**src/rtl/ext_job_sequencer.sv**
```systemverilog
// Job sequencer between the register block and the external compute logic.
// Queues data-register writes, launches one job at a time, writes results back.
module ext_job_sequencer #(
    parameter int DATA_W  = 32,
    parameter int QDEPTH  = 4,
    parameter int TIMEOUT = 255
) (
    input  logic                      hclk,
    input  logic                      hresetn,
    input  logic                      data_wr_stb,
    input  logic [DATA_W-1:0]         data_in,
    input  logic                      arm_stb,
    input  logic                      arm_val,
    input  logic                      err_clr,
    output logic [DATA_W-1:0]         ext_data,
    output logic                      ext_we,
    input  logic                      ext_done,
    input  logic [DATA_W-1:0]         ext_result,
    output logic [DATA_W-1:0]         result_out,
    output logic                      result_out_enb,
    output logic                      busy,
    output logic                      armed,
    output logic [$clog2(QDEPTH):0]   q_count,
    output logic                      q_full,
    output logic                      ovf_err,
    output logic                      tmo_err
);

    // state | meaning
    // IDLE  | waiting for armed and a queued job; pops the head on exit
    // ISSUE | ext_we high for this single cycle, timeout counter cleared
    // WAIT  | waiting for ext_done or timeout
    // WB    | result_out_enb high for one cycle
    typedef enum logic [1:0] {IDLE, ISSUE, WAIT, WB} state_t;

    localparam int PW = $clog2(QDEPTH);
    localparam int CW = PW + 1;
    localparam int TW = $clog2(TIMEOUT + 1);

    state_t            state_q, state_d;
    logic [DATA_W-1:0] mem_q [QDEPTH];
    logic [DATA_W-1:0] mem_d [QDEPTH];
    logic [PW-1:0]     wr_ptr_q, wr_ptr_d, rd_ptr_q, rd_ptr_d;
    logic [CW-1:0]     count_q, count_d;
    logic [TW-1:0]     tmo_cnt_q, tmo_cnt_d;
    logic [DATA_W-1:0] ext_data_q, ext_data_d, result_q, result_d;
    logic              armed_q, armed_d, ext_we_q, ext_we_d, enb_q, enb_d;
    logic              busy_q, busy_d, full_q, full_d, ovf_q, ovf_d, tmo_q, tmo_d;
    logic              full_now, pop, push, tmo_set;

    always_comb begin
        armed_d    = arm_stb ? arm_val : armed_q;
        full_now   = (count_q == CW'(QDEPTH));
        pop        = (state_q == IDLE) && armed_q && (count_q != '0);
        // a pop in the same cycle frees the slot, so a full queue still accepts
        push       = data_wr_stb && (!full_now || pop);

        state_d    = state_q;
        tmo_cnt_d  = tmo_cnt_q;
        ext_data_d = ext_data_q;
        result_d   = result_q;
        tmo_set    = 1'b0;
        wr_ptr_d   = wr_ptr_q;
        rd_ptr_d   = rd_ptr_q;
        mem_d      = mem_q;

        if (push) begin
            mem_d[wr_ptr_q] = data_in;
            wr_ptr_d        = wr_ptr_q + PW'(1);
        end
        if (pop) begin
            rd_ptr_d = rd_ptr_q + PW'(1);
        end

        case ({push, pop})
            2'b10:   count_d = count_q + CW'(1);
            2'b01:   count_d = count_q - CW'(1);
            default: count_d = count_q;
        endcase

        case (state_q)
            IDLE: begin
                if (pop) begin
                    ext_data_d = mem_q[rd_ptr_q];
                    state_d    = ISSUE;
                end
            end
            ISSUE: begin
                tmo_cnt_d = '0;
                state_d   = WAIT;
            end
            WAIT: begin
                if (ext_done) begin
                    result_d = ext_result;
                    state_d  = WB;
                end else if (tmo_cnt_q == TW'(TIMEOUT - 1)) begin
                    tmo_set = 1'b1;
                    state_d = IDLE;
                end else begin
                    tmo_cnt_d = tmo_cnt_q + TW'(1);
                end
            end
            WB:      state_d = IDLE;
            default: state_d = IDLE;
        endcase

        ext_we_d = (state_d == ISSUE);
        enb_d    = (state_d == WB);
        busy_d   = (state_d != IDLE);
        full_d   = (count_d == CW'(QDEPTH));
        // set beats clear when both land in the same cycle
        ovf_d    = (data_wr_stb && full_now && !pop) || (ovf_q && !err_clr);
        tmo_d    = tmo_set || (tmo_q && !err_clr);
    end

    always_ff @(posedge hclk or negedge hresetn) begin
        if (!hresetn) begin
            state_q    <= IDLE;
            for (int i = 0; i < QDEPTH; i++) mem_q[i] <= '0;
            wr_ptr_q   <= '0;
            rd_ptr_q   <= '0;
            count_q    <= '0;
            tmo_cnt_q  <= '0;
            ext_data_q <= '0;
            result_q   <= '0;
            armed_q    <= 1'b0;
            ext_we_q   <= 1'b0;
            enb_q      <= 1'b0;
            busy_q     <= 1'b0;
            full_q     <= 1'b0;
            ovf_q      <= 1'b0;
            tmo_q      <= 1'b0;
        end else begin
            state_q    <= state_d;
            mem_q      <= mem_d;
            wr_ptr_q   <= wr_ptr_d;
            rd_ptr_q   <= rd_ptr_d;
            count_q    <= count_d;
            tmo_cnt_q  <= tmo_cnt_d;
            ext_data_q <= ext_data_d;
            result_q   <= result_d;
            armed_q    <= armed_d;
            ext_we_q   <= ext_we_d;
            enb_q      <= enb_d;
            busy_q     <= busy_d;
            full_q     <= full_d;
            ovf_q      <= ovf_d;
            tmo_q      <= tmo_d;
        end
    end

    assign ext_data       = ext_data_q;
    assign ext_we         = ext_we_q;
    assign result_out     = result_q;
    assign result_out_enb = enb_q;
    assign busy           = busy_q;
    assign armed          = armed_q;
    assign q_count        = count_q;
    assign q_full         = full_q;
    assign ovf_err        = ovf_q;
    assign tmo_err        = tmo_q;

endmodule

```
**config.mk**
```make
export PLATFORM = sky130hd
export DESIGN_NAME = ext_job_sequencer
export DESIGN_NICKNAME = d
export VERILOG_FILES = /design/src/rtl/ext_job_sequencer.sv
export SDC_FILE = /design/constraint.sdc
export NUM_CORES = 1
export LEC_CHECK = 0
export CAP_MARGIN = 0
export CORE_UTILIZATION = 49
export CTS_CLUSTER_DIAMETER = 200
export DETAILED_ROUTE_END_ITERATION = 7
export PLACE_DENSITY_LB_ADDON = 0.12
export RECOVER_POWER = 100
export SLEW_MARGIN = 25
export SYNTH_ARGS = -nofsm -noshare
export SYNTH_HDL_FRONTEND = slang
export SYNTH_SLANG_ARGS = --single-unit
```
**constraint.sdc**
```tcl
create_clock -name hclk -period 2.9 [get_ports hclk]
set_clock_uncertainty 0.05 [all_clocks]
set_input_delay 0.58 -clock hclk [delete_from_list [all_inputs] [get_ports hclk]]
set_output_delay 0.58 -clock hclk [all_outputs]
set_load 0.01 [all_outputs]
```
==> impl_metrics.py <==
metrics = {
    "floorplanning": {
        "dieArea_sq_mm": 0.01953,
        "coreArea_sq_mm": 0.01864,
        "die_y_um": 139.7,
        "die_x_um": 139.7,
        "start_util_pct": 49.87,
        "io_pins": 145,
        "rows": 50,
    },
    "cts": {
        "cts.sinks": 216,
        "clk_latency_ps": 500,
        "post_cts_resize_count": 0,
        "cts.root.buffer_cell": "clkbuf_16",
        "numCtsBuffers": 24,
        "clkTransAtPathRegs_ps": 60,
        "cts_hold_buffers": 0,
        "cts_tree": "built",
        "cts-htree-levels": 1,
        "cts_max_path_buffers": 3,
        "post_cts.repair.setup_buffers": 0,
    },
    "logic_synthesis": {
        "yosys_warnings": 0,
        "synth_cell_types": 47,
        "synth_fa_ha_area_share_pct": 1.023,
        "synth_xor_area_share_pct": 0.4711,
        "synthArstFlopShare_pct": 100.0,
        "synth_nets": 660,
        "synth_edf_count": 0,
        "syn_area_per_cell_sq_um": 15.97,
        "synth_seq_area_share_pct": 58.14,
        "yosys.area_share.simple_pct": 3.257,
        "synth-compound-area-share_pct": 2.423,
        "ys.flop_type": "dfrtp_1",
        "synth_seq_cells": 216,
        "synth_top_family_by_area": "multiplexers",
        "synth_cells": 582,
        "synth.area.mux_share_pct": 31.67,
        "syn-cell-area_sq_mm": 0.009296,
    },
    "setup_path": {
        "cp_slowest_cell": "or3b_1",
        "critPathRequiredTime_ps": 3270,
        "path_class": "flop to flop",
        "path_max_fanout": 10,
        "worstReg2RegEnd": "q_full$_DFF_PN0_",
        "r2r_cells": 8,
        "endpoint_kind": "flop",
        "crit_top_cell": "nand2_1",
        "crit_chain": "or3b_1 > nor2_1 > nand2_1 > fa_1 > nor2b_1 > nand2_1 > a21o_1 > o211ai_1",
        "slowest_delay_ps": 550,
        "ff2ff_setup_slack_ps": 310,
        "r2r_start": "state_q[1]$_DFF_PN0_",
        "arrival_ps": 2960,
        "critPathLaunchType": "flop",
    },
    "min_path": {
        "hold_path.class": "flop to flop",
        "hold_path.startpoint": "mem_q[59]$_DFFE_PN0P_",
        "hold_path_depth": 1,
        "min_to": "mem_q[59]$_DFFE_PN0P_",
    },
    "global_route": {
        "grt_max_degree": 75,
        "grt_pass1_vias": 6012,
        "grt-ovfl-total": 0,
        "grt_pass1_wl_um": 31760,
        "grt_antenna_before_repair": 0,
        "track_usage_pct": 20.36,
    },
    "detailed_routing": {
        "via_count": 5448,
        "antenna_left": 0,
        "drt_iter0_drc": 160,
        "wl_per_cell_um": 19.12,
        "route.detailed.drc": 0,
        "vias_per_cell": 5.548,
        "firstDrtPassIters": 4,
        "drt_wl_total_um": 18770,
    },
    "status": {
        "violations": "capacitance limit, slew limit",
        "status": "complete, but fails checks",
    },
    "timing": {
        "min_period_ps": 2588,
        "setup_slack_ps": 311.6,
        "max_slew_margin_pct": -26.64,
        "final_max_slew_viol_count": 73,
        "rsz0062_at_grt": "no",
        "fin_setup_tns_ps": 0,
        "hold_viol_final": 0,
        "max_freq_mhz": 386.3,
        "worst_pin_slew_ps": 1900,
        "finalSetupViolations": 0,
        "fin_crit_sh_pct": 89.26,
    },
    "cells_and_area": {
        "n_antenna_cell": 0,
        "num-nets-final": 809,
        "drive_gt1_share_pct": 36.36,
        "final_cell_mix": "dfrtp_1 (214), mux2_2 (185), dlygate4sd3_1 (76), clkdlybuf4s50_1 (67), mux4_2 (32)",
        "area_growth_pct": 25.57,
        "final_common_cell": "dfrtp_1",
        "fin_area_sq_mm": 0.01167,
    },
    "place": {
        "port_buffers": 144,
        "dp_hpwl_um": 12300,
        "routabilityCongestion": 0.8198,
        "place_area_sq_mm": 0.01094,
        "pre_cts_slack_ps": 327.6,
    },
    "run": {
        "drv_cap": 1,
    },
    "power_and_ir_drop": {
        "ir_drop_mv": 0.6470,
        "power.leakage_uw": 0.004982,
        "power.density_mw_per_mm2": 1149,
    },
}
layout make-up:
type / count / area (sq um)
clock buffer: 38 / 694.4
clock inverter: 5 / 102.6
fill: 1388 / 6969
inverter: 11 / 41.29
multi-input combinational: 321 / 3571
sequential: 216 / 5408
tap: 234 / 292.8
timing repair buffer: 157 / 1564
cell families (layout without fill, tap and decap cells):
logic type | Yosys count | count (layout)
DFF | 216 | 216
and+or+nand+nor | 53 | 53
AOI/OAI and AO/OA | 29 | 29
buffers and inverters | 45 | 211
muxes | 227 | 227
xor gates and xnor gates | 5 | 5
adders and majority gates | 7 | 7
flip-flops by register name (all words and copies together), names as in the netlist, 2 cells and up:
| signal | cells |
|---|---|
| mem_q | 128 |
| ext_data | 32 |
| result_out | 32 |
| tmo_cnt_q | 8 |
| q_count | 3 |
| rd_ptr_q | 2 |
| state_q | 2 |
| wr_ptr_q | 2 |
cells in the mapped netlist (all sizes together) (3+ instances only):
library cell  count  area share, %
nor3b             3           0.24
inv              11           0.44
dfrtp           216             58
nor3              3           0.16
nand3             4           0.22
clkbuf           11           0.44
mux2            193             24
nand4             4           0.27
o21ai             5           0.27
a31oi             4           0.43
buf              23            2.1
nor2b             3           0.20
nand2            20            1.1
ha                6           0.81
nor2              6           0.27
xnor2             3           0.28
o211ai            4           0.32
mux4             32            7.8
through the flow:
stage | instances | total power (uW) | utilization, % | hold slack (ps)
finish | 982 | 13420 | 62.62 | 444.0
floorplan | 582 | 8780 | - | 234.4
global placement | 939 | 10510 | 58.67 | 431.3
detailed placement | 939 | 10800 | 58.67 | 436.8
global route | 982 | 14240 | 62.62 | 454.6
CTS | 982 | 13890 | 62.95 | 57.15
layer usage:
layer	track usage, %	up-vias	routed length [um]
li1	-	2441	-
met1	26.88	2866	7985
met2	34.29	104	9577
met3	3.338	37	702
met4	6.883	0	507
met5	0	-	0
power breakdown:
part | switching [uW] | total (uW) | internal (uW)
Clock | 1140 | 3040 | 1900
Combinational | 1930 | 5010 | 3070
Sequential | 856 | 5370 | 4510
worst max-delay path by stage:
stage | start | slack, ps | end | depth (start not counted)
2_1_floorplan | state_q[1]$_DFF_PN0_ | 180 | q_full$_DFF_PN0_ | 11
3_3_place_gp | data_wr_stb | 360 | mem_q[87]$_DFFE_PN0P_ | 5
3_5_place_dp | data_wr_stb | 330 | mem_q[87]$_DFFE_PN0P_ | 5
4_1_cts | state_q[1]$_DFF_PN0_ | 380 | mem_q[78]$_DFFE_PN0P_ | 4
5_1_grt | state_q[1]$_DFF_PN0_ | 260 | q_full$_DFF_PN0_ | 8
6_report | state_q[1]$_DFF_PN0_ | 310 | q_full$_DFF_PN0_ | 8
worst max-delay path: cells and delay by family (launching register included):
| family | cells | cell delay (ps) |
|---|---|---|
| AO/OA/AOI/OAI | 2 | 370 |
| adder cells (fa/ha/maj) | 1 | 440 |
| flip-flops | 1 | 470 |
| AND/OR/NAND/NOR | 5 | 1170 |
Note: power is estimated with default switching activity, not from simulation.
